--- src/rtl/alu_pkg.sv ---
// Shared types, IRQ trigger constants and datapath helpers for the ALU core.
package alu_pkg;

  typedef logic [7:0] data_t;

  typedef enum logic [1:0] {
    OPC_00 = 2'b00,
    OPC_01 = 2'b01,
    OPC_10 = 2'b10,
    OPC_11 = 2'b11
  } opcode_t;

  typedef struct packed {
    logic enable_b;
    logic enable_a;
    logic enable;
  } mode_t;

  localparam data_t TRIG_A_AND  = 8'hFF;
  localparam data_t TRIG_A_NAND = 8'h00;
  localparam data_t TRIG_A_OR   = 8'hF8;
  localparam data_t TRIG_A_XOR  = 8'h83;
  localparam data_t TRIG_B_NAND = 8'hFF;
  localparam data_t TRIG_B_AND  = 8'hF4;
  localparam data_t TRIG_B_XNOR = 8'hF1;
  localparam data_t TRIG_B_OR   = 8'hF5;

  // Opcode meaning differs between mode A and mode B.
  function automatic data_t alu_compute(input logic mode_b, input opcode_t op,
                                        input data_t a, input data_t b);
    data_t r;
    r = 8'h00;
    if (mode_b) begin
      case (op)
        OPC_00:  r = ~(a & b);
        OPC_01:  r = a & b;
        OPC_10:  r = ~(a ^ b);
        OPC_11:  r = a | b;
        default: r = 8'h00;
      endcase
    end else begin
      case (op)
        OPC_00:  r = a & b;
        OPC_01:  r = ~(a & b);
        OPC_10:  r = a | b;
        OPC_11:  r = a ^ b;
        default: r = 8'h00;
      endcase
    end
    return r;
  endfunction

  function automatic data_t alu_trigger(input logic mode_b, input opcode_t op);
    data_t t;
    t = 8'h00;
    if (mode_b) begin
      case (op)
        OPC_00:  t = TRIG_B_NAND;
        OPC_01:  t = TRIG_B_AND;
        OPC_10:  t = TRIG_B_XNOR;
        OPC_11:  t = TRIG_B_OR;
        default: t = 8'h00;
      endcase
    end else begin
      case (op)
        OPC_00:  t = TRIG_A_AND;
        OPC_01:  t = TRIG_A_NAND;
        OPC_10:  t = TRIG_A_OR;
        OPC_11:  t = TRIG_A_XOR;
        default: t = 8'h00;
      endcase
    end
    return t;
  endfunction

endpackage

--- src/rtl/alu_irq_ctrl.sv ---
// Trigger compare and sticky IRQ; with ALU_ERR_FLAG_EN defined also the sticky
// illegal-mode error flag. Clear always wins over a same-cycle set.
module alu_irq_ctrl
  import alu_pkg::*;
(
  input  logic    clk,
  input  logic    rst_n,
  input  logic    active,
  input  logic    mode_b,
  input  opcode_t op,
  input  data_t   result,
  input  logic    irq_clr,
`ifdef ALU_ERR_FLAG_EN
  input  logic    illegal,
  output logic    err,
`endif
  output logic    irq
);

  logic trigger_s;
  logic irq_r;

  // Compare against the result being loaded this edge so irq rises alongside alu_out.
  always_comb begin
    trigger_s = 1'b0;
    if (active) begin
      trigger_s = (result == alu_trigger(mode_b, op));
    end else begin
      trigger_s = 1'b0;
    end
  end

  // Sticky interrupt, clear has priority.
  always_ff @(posedge clk or negedge rst_n) begin
    if (!rst_n) begin
      irq_r <= 1'b0;
    end else if (irq_clr) begin
      irq_r <= 1'b0;
    end else if (trigger_s) begin
      irq_r <= 1'b1;
    end else begin
      irq_r <= irq_r;
    end
  end

  assign irq = irq_r;

`ifdef ALU_ERR_FLAG_EN
  logic err_r;

  // Sticky illegal-mode flag sharing the irq clear.
  always_ff @(posedge clk or negedge rst_n) begin
    if (!rst_n) begin
      err_r <= 1'b0;
    end else if (irq_clr) begin
      err_r <= 1'b0;
    end else if (illegal) begin
      err_r <= 1'b1;
    end else begin
      err_r <= err_r;
    end
  end

  assign err = err_r;
`endif

endmodule

--- src/rtl/alu_core.sv ---
// Two-mode 8-bit logic ALU with registered result and sticky IRQ.
// Optional illegal-mode error output enabled by defining ALU_ERR_FLAG_EN.
module alu_core
  import alu_pkg::*;
#(
  parameter int DATA_W = 8
) (
  input  logic              clk,
  input  logic              alu_rst_n,
  input  logic              alu_enable,
  input  logic              alu_enable_a,
  input  logic              alu_enable_b,
  input  opcode_t           alu_op_a,
  input  opcode_t           alu_op_b,
  input  logic [DATA_W-1:0] alu_in_a,
  input  logic [DATA_W-1:0] alu_in_b,
  input  logic              alu_irq_clr,
`ifdef ALU_ERR_FLAG_EN
  output logic              alu_err,
`endif
  output logic [DATA_W-1:0] alu_out,
  output logic              alu_irq
);

  mode_t   mode_s;
  logic    mode_a_s;
  logic    mode_b_s;
  logic    active_s;
  opcode_t op_s;
  data_t   result_s;
  data_t   out_r;

  assign mode_s = '{enable_b: alu_enable_b, enable_a: alu_enable_a, enable: alu_enable};

  // Mode decode; both mode enables set counts as idle for the datapath.
  always_comb begin
    mode_a_s = mode_s.enable & mode_s.enable_a & ~mode_s.enable_b;
    mode_b_s = mode_s.enable & mode_s.enable_b & ~mode_s.enable_a;
    active_s = mode_a_s | mode_b_s;
    if (mode_b_s) begin
      op_s = alu_op_b;
    end else begin
      op_s = alu_op_a;
    end
    result_s = alu_compute(mode_b_s, op_s, data_t'(alu_in_a), data_t'(alu_in_b));
  end

  // Result register, held while idle.
  always_ff @(posedge clk or negedge alu_rst_n) begin
    if (!alu_rst_n) begin
      out_r <= 8'h00;
    end else if (active_s) begin
      out_r <= result_s;
    end else begin
      out_r <= out_r;
    end
  end

  assign alu_out = DATA_W'(out_r);

`ifdef ALU_ERR_FLAG_EN
  logic illegal_s;
  assign illegal_s = mode_s.enable & mode_s.enable_a & mode_s.enable_b;
`endif

  alu_irq_ctrl u_irq_ctrl (
    .clk     (clk),
    .rst_n   (alu_rst_n),
    .active  (active_s),
    .mode_b  (mode_b_s),
    .op      (op_s),
    .result  (result_s),
    .irq_clr (alu_irq_clr),
`ifdef ALU_ERR_FLAG_EN
    .illegal (illegal_s),
    .err     (alu_err),
`endif
    .irq     (alu_irq)
  );

endmodule

--- config.mk ---
export PLATFORM = sky130hd
export DESIGN_NAME = alu_core
export DESIGN_NICKNAME = d
export VERILOG_FILES = /design/src/rtl/alu_pkg.sv /design/src/rtl/alu_irq_ctrl.sv /design/src/rtl/alu_core.sv
export SDC_FILE = /design/constraint.sdc
export NUM_CORES = 1
export LEC_CHECK = 0
export CAP_MARGIN = 15
export CORE_MARGIN = 10
export CORE_UTILIZATION = 45
export DETAILED_ROUTE_END_ITERATION = 10
export PLACE_DENSITY = 0.73
export SYNTH_ARGS = -nofsm -noshare
export SYNTH_HDL_FRONTEND = slang
export SYNTH_SLANG_ARGS = --single-unit
--- constraint.sdc ---
create_clock -name clk -period 0.81 [get_ports clk]
set_input_delay 0.162 -clock clk [delete_from_list [all_inputs] [get_ports clk]]
set_output_delay 0.162 -clock clk [all_outputs]
set_load 0.02 [all_outputs]
==> results by group <==
Outcome
  – Status: finished, violations left
  – Violations in the final reports: setup timing

Routing
  – Highest routed layer: met4
  – Met2 Routed Length: 2.39 mm
  – Post-Route WL: 4.80 mm
  – Final ANT Viol Nets: 0
  – DR pass1 iterations: 4
  – Routed length per instance: 14.4 µm
  – Starting DRT DRC Count: 136
  – Vias per std cell: 5.30
  – Routed met3 length: 292 µm
  – Wire length on met1: 2.05 mm
  – Detailed-route via count: 1,759
  – Drt drc: 0

Floorplan
  – # rows: 21
  – Die ar.: 6230 µm²
  – Num ports: 35
  – Starting Density: 46.8%
  – Die width: 78.9 µm
  – Area of the core: 3340 µm²
  – Die height: 78.9 µm

STA
  – Tightest Pin Transition: 392 ps
  – Final WS setup: -1440 ps
  – Final Slew Violations: 0
  – FMAX: 444 MHz
  – Final period utilization: 278%
  – Hold Violations, Final: 0
  – Crit path time final: 2250 ps
  – Final TNS setup: -11,410 ps
  – Final setup viols: 18
  – Rel. slew slack: 73.8%
  – Unrepaired setup endpoints after global routing: yes
  – Skew final: 0 ps

Final layout
  – Most frequent cells in the layout: buf_4 (44), inv_1 (25), buf_6 (22), clkdlybuf4s50_1 (18), ha_1 (17)
  – Design area: 2570 µm²
  – Storage cell area: 225 µm²
  – Most common cell after layout, fill and taps aside: buf_4
  – Diodes inserted: 0
  – Share of layout cells above drive strength 1: 38.8%
  – Area growth, synth to finish: 64.8%
  – Multi-input logic area: 1320 µm²
  – Final nets: 334
  – Fill cells: 254

Synth
  – Ranking of synthesized cells by area: ha_1 (17%), dfrtp_1 (14%), inv_1 (7.0%), nand2_1 (4.8%), o21ai_0 (3.8%)
  – Syn Inst Count: 204
  – Post-synth EDFFs: 0
  – Net Count, Synth: 251
  – Post-synthesis register bit count: 9
  – Seq/Total Area, Yosys: 14.4%
  – Ys flop type: dfrtp_1
  – Cell Area, Synth: 1560 µm²
  – Yosys warning count: 0
  – Post-synth ARST share: 100%
  – Yosys top cell by area: ha_1
  – Top cell type's share of synthesized area: 16.8%
  – Avg Cell Area, Syn: 7.65 µm²
  – Distinct cells, synth: 51

Power
  – Lkg Pwr: 1.22 nW
  – Power Density: 1140 nW/µm²
  – Worst VDD drop: 0.416 mV

Global route
  – Initial antenna violation count: 0
  – GRT Total Usage: 14.3%
  – First-pass GRT wire length: 7.64 mm
  – GRT Residual Overflow: 0
  – Largest net degree at the start of global routing: 32
  – Number of global-route vias before repair: 1,687

Placed design
  – RePlAce Congestion: 0.944
  – Post-DP HPWL: 3.65 mm
  – Placed instance area: 2320 µm²
  – # port buffers: 34
  – Worst slack, placed: -2060 ps

Clock tree
  – H-tree depth: 1
  – TritonCTS clock tree: built
  – CTS clock-pin slew for the worst setup and hold paths: 60 ps
  – CTS buffer count: 3
  – CTS Sinks: 9
  – Worst skew pair latency: 250 ps
  – CTS hold repair buffers: 0
  – Clk buf depth: 2
  – Root buffer cell: clkbuf_4

Setup path
  – WS Path Type: input pin to flip-flop
  – Crit Path Max Fanout: 3
  – CP required: 960 ps
  – Critical Path Source Type: input pin
  – Worst path arrival time: 2400 ps
  – Critical path capture point type: flip-flop

Min path
  – Worst hold path class: input pin to async pin

Job
  – Max Cap Viol: 0
layer usage:
metal,up-vias,track usage [%]
met4,0,3.23
li1,886,-
met1,809,17.3
met5,-,0
met3,6,2.14
met2,58,25.8
worst max-delay path, cell delays in order:
cell	delay, ps
buf_6	90
nand3b_1	290
mux2i_4	290
buf_6	140
ha_4	170
buf_6	120
buf_6	110
buf_6	120
a31oi_4	150
nand3_2	110
o21ai_4	200
xnor2_2	100
o41ai_2	350
where the power goes:
group	switching (mW)	leakage [nW]	total [mW]	internal (mW)
logic	0.902	1.09	1.98	1.08
clock network	0.148	0.0150	0.337	0.189
registers	0.0709	0.114	0.621	0.551
total	1.12	1.22	2.94	1.82
through the flow:
stage | std cells | hold WS [ps] | util [%] | power [mW]
after global placement | 318 | 461 | 69.4 | 2.26
after floorplan | 204 | -134 | - | 1.52
after detailed placement | 318 | 474 | 69.4 | 2.29
after global routing | 332 | 223 | 77.1 | 3.17
after CTS | 330 | 210 | 73.9 | 2.79
final | 332 | 214 | 77.1 | 2.94
cell type report:
cell class	instances	share of cell area, %
clock buffer	4	1.02
inverter	29	4.33
multi-input combinational	154	51.1
sequential	9	8.75
tap	46	2.24
timing repair buffer	90	32.5
worst paths after layout:
check	start	slack, ps	depth (start not counted)	end
setup / recovery	alu_enable_a	-1440	13	u_irq_ctrl.irq$_DFFE_PN0P_
hold / removal	alu_rst_n	210	2	alu_out[5]$_DFFE_PN0P_
setup reg to reg	alu_out[5]$_DFFE_PN0P_	-70	2	alu_out[5]$_DFFE_PN0P_
hold reg to reg	alu_out[3]$_DFFE_PN0P_	530	2	alu_out[3]$_DFFE_PN0P_
max in group asynchronous	alu_rst_n	490	2	alu_out[1]$_DFFE_PN0P_
min in group clk	alu_enable	450	4	alu_out[1]$_DFFE_PN0P_
sequential cells by signal, indices dropped and copies added (netlist names):
register        cells
u_irq_ctrl.irq      1
alu_out             8
cells in the mapped netlist (all sizes together), types with 3 or more instances:
cell and number:
a211oi 3, a21oi 7, a311oi 3, and3 3
buf 10, dfrtp 9, ha 21, inv 29
mux2i 4, nand2 20, nand2b 7, nand3 4
nor2 11, nor3 6, o211ai 3, o21ai 19
o221ai 4, o22ai 3, xnor2 8, xor2 3
timing repair:
action / CTS / global route
setup buffers: 9 / 5
pin swaps: 17 / 19
resized for setup: 88 / 26
endpoints found under the setup margin: 18 / 18
logic make-up after synthesis:
group / synth area share (%)
AOI/OAI and AO/OA: 26.6
and+or+nand+nor: 18.2
buffers and inverters: 12.3
adders and majority gates: 16.8
xor gates and xnor gates: 7.61
DFF: 14.4
muxes: 4.01
(Power assumes the default switching activity.)
